$ cat src/rtl/pc_pkg.sv
// Shared types and constants for the program-counter generator.
package pc_pkg;

    typedef enum logic [1:0] {
        BOOT = 2'd0,
        RUN  = 2'd1,
        HALT = 2'd2
    } pc_state_e;

    localparam int unsigned PC_STEP = 4;

endpackage

$ cat src/rtl/pc_bound_chk.sv
// Combinational fetch-window check: in_range for [LO, HI], at_last when addr lies beyond HI.
module pc_bound_chk
    import pc_pkg::*;
#(
    parameter int              XLEN = 32,
    parameter logic [XLEN-1:0] LO   = '0,
    parameter logic [XLEN-1:0] HI   = '0
) (
    input  logic [XLEN-1:0] addr,
    output logic            in_range,
    output logic            at_last
);

    logic [XLEN-1:0] offset;

    // Offset form keeps the lower-bound test meaningful even when LO is zero.
    assign offset   = addr - LO;
    assign in_range = (offset <= (HI - LO));
    assign at_last  = (addr > HI);

endmodule

$ cat src/rtl/pc_gen.sv
// Program-counter generator with BOOT/RUN/HALT control, redirect, stall and wrap/halt bound.
// Optional macro PC_ALIGN_CHECK_EN rejects misaligned redirects and pulses misalign_err.
module pc_gen
    import pc_pkg::*;
#(
    parameter int              XLEN       = 32,
    parameter logic [XLEN-1:0] RESET_VEC  = '0,
    parameter int              IMEM_BYTES = 84,
    parameter int              WRAP_MODE  = 1
) (
    input  logic            clk,
    input  logic            reset,
    input  logic            stall,
    input  logic            redirect_valid,
    input  logic [XLEN-1:0] redirect_target,
    output logic [XLEN-1:0] PCs,
    output logic            pc_valid,
    output logic            halted,
    output logic            misalign_err
);

    localparam logic [XLEN-1:0] STEP = XLEN'(PC_STEP);
    localparam logic [XLEN-1:0] LAST = RESET_VEC + XLEN'(IMEM_BYTES) - STEP;

    pc_state_e       state_q, state_d;
    logic [XLEN-1:0] pc_q, pc_d;
    logic [XLEN-1:0] pc_seq;
    logic [XLEN-1:0] load_target;
    logic            redir_take;
    logic            pc_in_range, pc_at_last;
    logic            seq_in_range, seq_over;
    logic            unused_bits;

    assign pc_seq = pc_q + STEP;

    pc_bound_chk #(.XLEN(XLEN), .LO(RESET_VEC), .HI(LAST)) u_chk_pc (
        .addr     (pc_q),
        .in_range (pc_in_range),
        .at_last  (pc_at_last)
    );

    pc_bound_chk #(.XLEN(XLEN), .LO(RESET_VEC), .HI(LAST)) u_chk_seq (
        .addr     (pc_seq),
        .in_range (seq_in_range),
        .at_last  (seq_over)
    );

`ifdef PC_ALIGN_CHECK_EN
    logic target_ok;
    logic mis_q, mis_d;

    assign target_ok   = (redirect_target[1:0] == 2'b00);
    assign load_target = redirect_target;
    assign redir_take  = redirect_valid && target_ok && (state_q != BOOT);
    assign mis_d       = redirect_valid && !target_ok && (state_q != BOOT);

    always_ff @(posedge clk or posedge reset) begin
        if (reset) mis_q <= 1'b0;
        else       mis_q <= mis_d;
    end

    assign misalign_err = mis_q;
`else
    assign load_target  = {redirect_target[XLEN-1:2], 2'b00};
    assign redir_take   = redirect_valid && (state_q != BOOT);
    assign misalign_err = 1'b0;
`endif

    assign unused_bits = ^{pc_at_last, seq_in_range, redirect_target[1:0]};

    // NOTE: defaults first so every path assigns state_d/pc_d and no latch is inferred.
    always_comb begin
        state_d = state_q;
        pc_d    = pc_q;
        case (state_q)
            BOOT: state_d = RUN;
            RUN: begin
                if (redir_take) begin
                    pc_d = load_target;
                end else if (!stall) begin
                    if (seq_over) begin
                        if (WRAP_MODE != 0) pc_d    = RESET_VEC;
                        else                state_d = HALT;
                    end else begin
                        pc_d = pc_seq;
                    end
                end
            end
            HALT: begin
                if (redir_take) begin
                    pc_d    = load_target;
                    state_d = RUN;
                end
            end
            default: state_d = BOOT;
        endcase
    end

    // NOTE: non-blocking assignments so every register samples pre-edge values.
    always_ff @(posedge clk or posedge reset) begin
        if (reset) begin
            state_q <= BOOT;
            pc_q    <= RESET_VEC;
        end else begin
            state_q <= state_d;
            pc_q    <= pc_d;
        end
    end

    assign PCs      = pc_q;
    assign pc_valid = (state_q == RUN) && pc_in_range;
    assign halted   = (state_q == HALT);

endmodule

$ cat config.mk
export PLATFORM = sky130hd
export DESIGN_NAME = pc_gen
export DESIGN_NICKNAME = d
export VERILOG_FILES = /design/src/rtl/pc_pkg.sv /design/src/rtl/pc_bound_chk.sv /design/src/rtl/pc_gen.sv
export SDC_FILE = /design/constraint.sdc
export NUM_CORES = 1
export LEC_CHECK = 0
export BUFFER_PORTS_ARGS = -buffer_cell sky130_fd_sc_hd__buf_2
export CORE_MARGIN = 5
export CORE_UTILIZATION = 46
export DETAILED_ROUTE_END_ITERATION = 7
export PLACE_DENSITY = 0.73
export RECOVER_POWER = 50
export SLEW_MARGIN = 40
export SYNTH_ARGS = -nofsm -noshare
export SYNTH_HDL_FRONTEND = slang
export SYNTH_SLANG_ARGS = --single-unit
$ cat constraint.sdc
create_clock -name clk -period 2.05 [get_ports clk]
set_input_delay 0.41 -clock clk [delete_from_list [all_inputs] [get_ports clk]]
set_output_delay 0.41 -clock clk [all_outputs]
set_load 0.005 [all_outputs]
==> results.py, run 1 <==
metrics = {
    "clocking": {
        "path_clk_slew_ns": 0.07,
        "cts_tree": "done",
        "clock-sinks": 31,
        "cts_hold_buffers": 0,
        "ctsHtreeMaxLevel": 2,
        "clock_latency_ns": 0.28,
        "cts-root-buf": "clkbuf_8",
        "cts_buffers": 5,
        "cts.path.max_buffers": 2,
    },
    "global_route": {
        "antenna_found_initial": 0,
        "first_global_vias": 2257,
        "grt-ovfl-total": 0,
        "globalRouteTotalUtil_pct": 21.5,
        "grt_max_degree": 30,
        "grt_pass1_wl_mm": 10.8,
    },
    "worst_setup_path": {
        "worst_ep_required_time_ns": 2.25,
        "crit_type": "reg2reg",
        "worst_setup_path_end_kind": "flop",
        "r2r_slack_ns": -0.18,
        "crit_path_start_kind": "flop",
        "r2r_cells": 9,
        "crit_arrival_ns": 2.43,
        "r2r_start": "PCs[5]",
        "critical_path.max_fanout": 5,
        "r2r-end": "PCs[2]",
    },
    "run_status": {
        "violations": "setup timing",
        "outcome": "complete, but fails checks",
    },
    "worst_hold_path": {
        "holdCritPathClass": "in2async",
    },
    "sta": {
        "slew_viol_final": 0,
        "timing.final.crit_share_pct": 109,
        "rsz0062_at_grt": "true",
        "setup_slack_ns": -0.183,
        "timing.hold.ws_ns": 0.160,
        "finalSetupViolCount": 6,
        "fmax_mhz": 448,
        "worst_pin_slew_ns": 0.977,
        "skew_ns": 0.00252,
        "final-hold-violation-count": 0,
        "max_slew_margin_pct": 34.9,
        "fin_crit_ns": 2.23,
    },
    "die": {
        "dieArea_mm2": 0.00637,
        "row_count": 25,
        "ios": 71,
        "core_area_mm2": 0.00472,
        "dieWidth_um": 79.8,
        "die_h_um": 79.8,
        "start_util_pct": 47.5,
    },
    "finish": {
        "diodes": 0,
        "fillCellCount": 401,
        "drive_above_1_share_pct": 41.2,
        "fin_area_mm2": 0.00314,
        "final_cells": 455,
        "final_nets": 425,
        "area_growth_pct": 40.2,
    },
    "yosys": {
        "synthTopCellsByArea": "dfrtp_1 35%, nand2_1 10%, nand3_1 8.9%",
        "syn_inst": 276,
        "yosys.area_share.adder_pct": 1.12,
        "synth_flop_cell": "dfrtp_1",
        "synth_compound_area_share_pct": 12.3,
        "synth_top_family_by_area": "simple AND/OR/NAND/NOR gates",
        "synth_largest_area_cell": "dfrtp_1",
        "yosys_warnings": 0,
        "ys_types": 59,
        "synth-xor-area-share_pct": 0.781,
        "ys_seq_area_share_pct": 34.6,
        "synth_top_area_share_pct": 34.6,
        "synth.avg_cell_area_um2": 8.12,
        "synth_simple_gate_area_share_pct": 42.3,
        "yosys-top-cells-count": "62 x nand2_1, 40 x nand3_1, 31 x dfrtp_1",
        "synth_edf_count": 0,
        "synth_most_common_cell": "nand2_1",
        "synthMuxAreaShare_pct": 1.90,
        "synth_area_mm2": 0.00224,
        "async_reset_ff_share_pct": 100,
        "ys_ff_latch": 31,
    },
    "placement": {
        "place_inst": 440,
        "dpl_cell_area_mm2": 0.00298,
        "portBuffers": 64,
        "dpl.hpwl_mm": 5.07,
        "place.gp.congestion": 0.865,
    },
    "power": {
        "power_mw": 1.82,
        "ir_drop_uv": 390,
        "p_leak_nw": 1.50,
        "powerDensity_mw_per_mm2": 580,
    },
    "routing": {
        "remaining_drc_errors": 0,
        "routedWlPerCell_um": 14.5,
        "vias_per_cell": 5.44,
        "drt_iter0_drc": 158,
        "ant_nets": 0,
        "routed_wl_mm": 6.61,
        "vias": 2477,
        "firstDrtPassIters": 4,
    },
    "run": {
        "cap_violations": 0,
    },
}
[worst max-delay path by stage]
stage	from	endpoint	depth (start not counted)
2_1_floorplan	PCs[3]	PCs[2]	8
3_3_place_gp	PCs[2]	PCs[2]	8
3_5_place_dp	PCs[2]	PCs[2]	8
4_1_cts	PCs[5]	PCs[2]	7
5_1_grt	PCs[5]	PCs[3]	9
6_report	PCs[5]	PCs[2]	9
[what timing repair did]
item | 4_1_cts | 5_1_grt
gates resized for setup | 9 | 8
setup endpoints to repair | 6 | 6
buffers inserted | 1 | 6
pin swaps | 12 | 12
[registers in the layout (all words and copies together), names as in the netlist]
signal / flops
PCs: 30
state_q: 1
[layer usage]
layer | up-vias | GRT usage, % | part of all wire, %
li1 | 1217 | - | -
met1 | 1182 | 28.0 | 44
met2 | 74 | 37.2 | 50
met3 | 4 | 3.27 | 4.4
met4 | 0 | 5.24 | 0.95
met5 | - | 0 | 0
[cell type report]
cell class	instances	area (µm²)	share of cell area, %
Sequential cell	31	779	24.8
Multi-Input combinational cell	219	1440	45.7
Timing Repair Buffer	125	742	23.6
Inverter	5	18.8	0.597
Clock inverter	1	5.00	0.159
Tap cell	67	83.8	2.67
Clock buffer	7	76.3	2.43
[where the power goes]
group / internal, mW / switching (mW)
sequential: 0.676 / 0.0664
combinational: 0.286 / 0.328
clock: 0.238 / 0.230
[through the flow]
stage | worst slack (ns) | TNS (ns) | utilization, %
final | -0.183 | -0.746 | 66.5
after global routing | -0.325 | -1.49 | 66.5
after CTS | -0.167 | -0.662 | 66.0
after detailed placement | -0.221 | -0.903 | 63.2
after global placement | -0.152 | -0.629 | 63.2
after floorplan | -0.0342 | -0.0684 | -
[layout by cell type, fill, tap and decap left out, types with 2 or more instances in the layout]
cell type	Yosys	layout
dfrtp_1	31	28
inv_1	5	5
dfrtp_2	0	3
nor3_2	1	4
buf_2	2	62
buf_4	8	50
a22oi_2	2	2
nor4_1	3	3
a211oi_1	2	2
a31oi_1	3	2
xnor2_1	2	2
a21oi_2	0	2
clkbuf_8	0	5
nand2_1	62	62
or2_4	1	2
and4_1	3	3
nand4_1	12	12
a311oi_1	2	2
nor3b_1	3	3
conb_1	2	5
o2111ai_1	3	2
and2_1	3	3
o21ai_0	3	3
and4_4	2	3
and3_1	2	2
a21oi_1	5	3
nor2_1	9	9
nor3_1	12	8
nor3_4	1	2
o211ai_1	3	3
mux2i_1	2	2
clkbuf_1	13	14
or4_4	1	2
nand4_4	1	2
nand3_1	40	40
[critical path: stages, from the launching register on]
cell	delay, ns
dfrtp_1	0.42
and4_4	0.28
nand4_1	0.23
buf_4	0.22
mux2i_1	0.13
o22ai_1	0.14
nor4_4	0.28
buf_4	0.18
nand4_1	0.11
a22oi_2	0.15
[kinds of logic (layout without fill, tap and decap cells)]
| family | after synthesis | after routing |
|---|---|---|
| mux | 4 | 4 |
| buf+inv | 29 | 138 |
| fa+ha+maj | 2 | 2 |
| flops | 31 | 31 |
| simple gates | 173 | 173 |
| other cells | 2 | 5 |
| compound gates | 33 | 33 |
| xor+xnor | 2 | 2 |
(Power assumes the default switching activity.)
==> run 2: changes to the inputs <==
--- a/config.mk
+++ b/config.mk
@@ -7,11 +7,12 @@
 export LEC_CHECK = 0
 export BUFFER_PORTS_ARGS = -buffer_cell sky130_fd_sc_hd__buf_2
 export CORE_MARGIN = 5
-export CORE_UTILIZATION = 46
+export CORE_UTILIZATION = 48
 export DETAILED_ROUTE_END_ITERATION = 7
-export PLACE_DENSITY = 0.73
+export PLACE_DENSITY = 0.75
 export RECOVER_POWER = 50
 export SLEW_MARGIN = 40
 export SYNTH_ARGS = -nofsm -noshare
 export SYNTH_HDL_FRONTEND = slang
+export SYNTH_HIERARCHICAL = 1
 export SYNTH_SLANG_ARGS = --single-unit
==> run 2 against run 1 <==
Maximum frequency shrank 32%. Setup slack lost 1.1 ns. The flow still finishes with violations (setup timing). Non-clock buffer count grew 51. Clock power grew 41%. Utilization grew 18 points. Sequential share of layout area shrank 6.4 points. Area after synthesis grew 9.6%. Critical path depth grew 4. Critical path type unchanged.
==> results.py, run 2 <==
metrics = {
    "run_status": {
        "outcome": "complete, but fails checks",
        "violations": "setup timing",
    },
    "sta": {
        "rsz0062_at_grt": "true",
        "max_slew_margin_pct": 41.9,
        "slew_viol_final": 0,
        "timing.final.crit_share_pct": 160,
        "setup_slack_ns": -1.23,
        "fin_crit_ns": 3.28,
        "final-hold-violation-count": 0,
        "finalSetupViolCount": 31,
        "fmax_mhz": 305,
        "skew_ns": 0.0145,
        "worst_pin_slew_ns": 0.871,
    },
    "worst_setup_path": {
        "r2r_cells": 13,
        "crit_type": "reg2reg",
        "crit_buf_inv": 2,
        "critical_path.max_fanout": 15,
        "r2r-end": "PCs[22]",
        "r2r_start": "PCs[2]",
        "max_stage_delay_ns": 0.40,
        "r2r_slack_ns": -1.23,
        "worstPathCellList": "ha_2 > nand4_2 > nor4_4 > buf_6 > buf_4 > xor2_1 > nor4_1 > and3_1 > nand3_4 > or2_4 > nor2_1 > a32oi_1 > o22ai_1",
        "cpMaxStageDelayCell": "dfrtp_2",
        "worst_ep_required_time_ns": 2.27,
        "critical-path-top-delay-family": "simple AND/OR/NAND/NOR gates",
        "crit_path_start_kind": "flop",
        "crit_arrival_ns": 3.50,
        "worst_setup_path_end_kind": "flop",
    },
    "routing": {
        "met2_wirelength_mm": 5.68,
        "drt_iter0_drc": 401,
        "wirelength_met1_mm": 4.27,
        "remaining_drc_errors": 0,
        "vias": 3565,
        "routed.top_layer": "met4",
        "firstDrtPassIters": 5,
        "routedWlPerCell_um": 22.7,
        "routed_wl_mm": 12.3,
        "vias_per_cell": 6.55,
        "met3_length_mm": 1.33,
        "ant_nets": 0,
    },
    "run": {
        "cap_violations": 0,
    },
    "worst_hold_path": {
        "hold-path-cell-count": 3,
        "holdCritStartpoint": "redirect_target[25]",
        "whs_endpoint": "PCs[25]",
        "holdCritPathClass": "in2reg",
    },
    "global_route": {
        "globalRouteTotalUtil_pct": 32.3,
        "first_global_vias": 3388,
        "antenna_found_initial": 0,
        "grt_max_degree": 32,
        "grt_pass1_wl_mm": 16.4,
        "grt-ovfl-total": 0,
    },
    "power": {
        "p_leak_nw": 1.97,
        "seqPwrFrac_pct": 34.8,
        "combPwrFrac_pct": 33.1,
        "p_sw_share_pct": 33.7,
        "internal_power_mw": 1.36,
        "ir_drop_uv": 376,
        "p_clk_share_pct": 32.0,
        "power_mw": 2.06,
        "switchingPower_mw": 0.693,
        "powerDensity_mw_per_mm2": 480,
    },
    "yosys": {
        "synth.avg_cell_area_um2": 8.11,
        "syn_inst": 303,
        "yosys_warnings": 6,
        "synth_area_mm2": 0.00246,
    },
    "die": {
        "start_util_pct": 48.7,
        "ios": 71,
        "dieArea_mm2": 0.00665,
        "core_area_mm2": 0.00504,
        "die_h_um": 81.6,
        "row_count": 26,
        "dieWidth_um": 81.6,
    },
    "clocking": {
        "clock-sinks": 31,
        "cts-root-buf": "clkbuf_8",
        "clock_latency_ns": 0.30,
        "cts_tree": "done",
        "cts.path.max_buffers": 2,
        "cts_buffers": 5,
        "ctsHtreeMaxLevel": 2,
        "path_clk_slew_ns": 0.08,
    },
    "placement": {
        "place_inst": 522,
        "portBuffers": 64,
        "place.gp.congestion": 0.924,
        "dpl.hpwl_mm": 6.72,
    },
    "finish": {
        "final_nets": 510,
        "final_cells": 544,
        "area_growth_pct": 74.5,
        "layout_common_cells": "92 x buf_4, 64 x buf_2, 22 x dfrtp_1, 22 x nand2_1, 18 x xnor2_1",
        "final_common_cell": "buf_4",
        "largest_reg_flops": 30,
        "drive_above_1_share_pct": 54.4,
        "diodes": 0,
    },
}
run 2: area by class of cell:
class | instances | area, µm²
well taps | 70 | 87.6
flip-flops and latches | 31 | 787
inverters | 14 | 52.6
clock inverters | 2 | 35.0
multi-input cells | 245 | 1980
clock buffers | 6 | 82.6
fillers | 252 | 754
repair buffers | 176 | 1260
run 2: timing repair:
item / 4_1_cts / 5_1_grt
hold buffers: 0 / 0
gates resized for setup: 55 / 42
setup buffers: 8 / 4
cloned: 2 / 1
endpoints found under the setup margin: 31 / 31
pin swaps: 31 / 18
run 2: how the worst max path moves through the flow:
stage / depth (start not counted) / start / slack [ns] / to
after floorplan: 13 / PCs[11] / -1.02 / PCs[30]
after global placement: 14 / PCs[2] / -1.0 / PCs[31]
after detailed placement: 14 / PCs[3] / -1.05 / PCs[31]
after CTS: 14 / PCs[8] / -0.93 / PCs[11]
after global routing: 13 / PCs[2] / -1.38 / PCs[22]
final: 13 / PCs[2] / -1.23 / PCs[22]
run 2: worst reg2reg max path: cells and delay by family, from the launching register on:
family,cells,cell delay [ns]
buffers and inverters,2,0.36
flip-flops,1,0.40
AND/OR/NAND/NOR,7,1.81
adder cells (fa/ha/maj),1,0.20
AO/OA/AOI/OAI,2,0.35
XOR/XNOR,1,0.08
run 2: power groups by stage:
stage	clock, mW	combinational [mW]	sequential, mW
6_report	0.658	0.682	0.716
5_1_grt	0.679	0.718	0.721
4_1_cts	0.650	0.582	0.708
3_5_place_dp	0	0.539	0.717
3_3_place_gp	0	0.525	0.713
2_1_floorplan	0	0.230	0.758
run 2: stage by stage:
| step | setup TNS, ns | worst slack, ns | hold slack, ns | utilization (%) | area [µm²] |
|---|---|---|---|---|---|
| after CTS | -25.69 | -0.928 | 0.214 | 79.7 | 4020 |
| final | -32.90 | -1.23 | 0.346 | 85.0 | 4290 |
| after global routing | -36.73 | -1.38 | 0.357 | 85.0 | 4290 |
| after global placement | -27.37 | -0.996 | 0.516 | 72.0 | 3630 |
| after floorplan | -26.69 | -1.02 | 0.513 | - | 2600 |
| after detailed placement | -28.64 | -1.05 | 0.522 | 72.0 | 3630 |
run 2: routing by layer:
metal / vias to the layer above / track usage [%]
met5: - / 0
met4: 0 / 14.5
met3: 121 / 6.69
met2: 322 / 56.5
met1: 1661 / 37.8
li1: 1461 / -
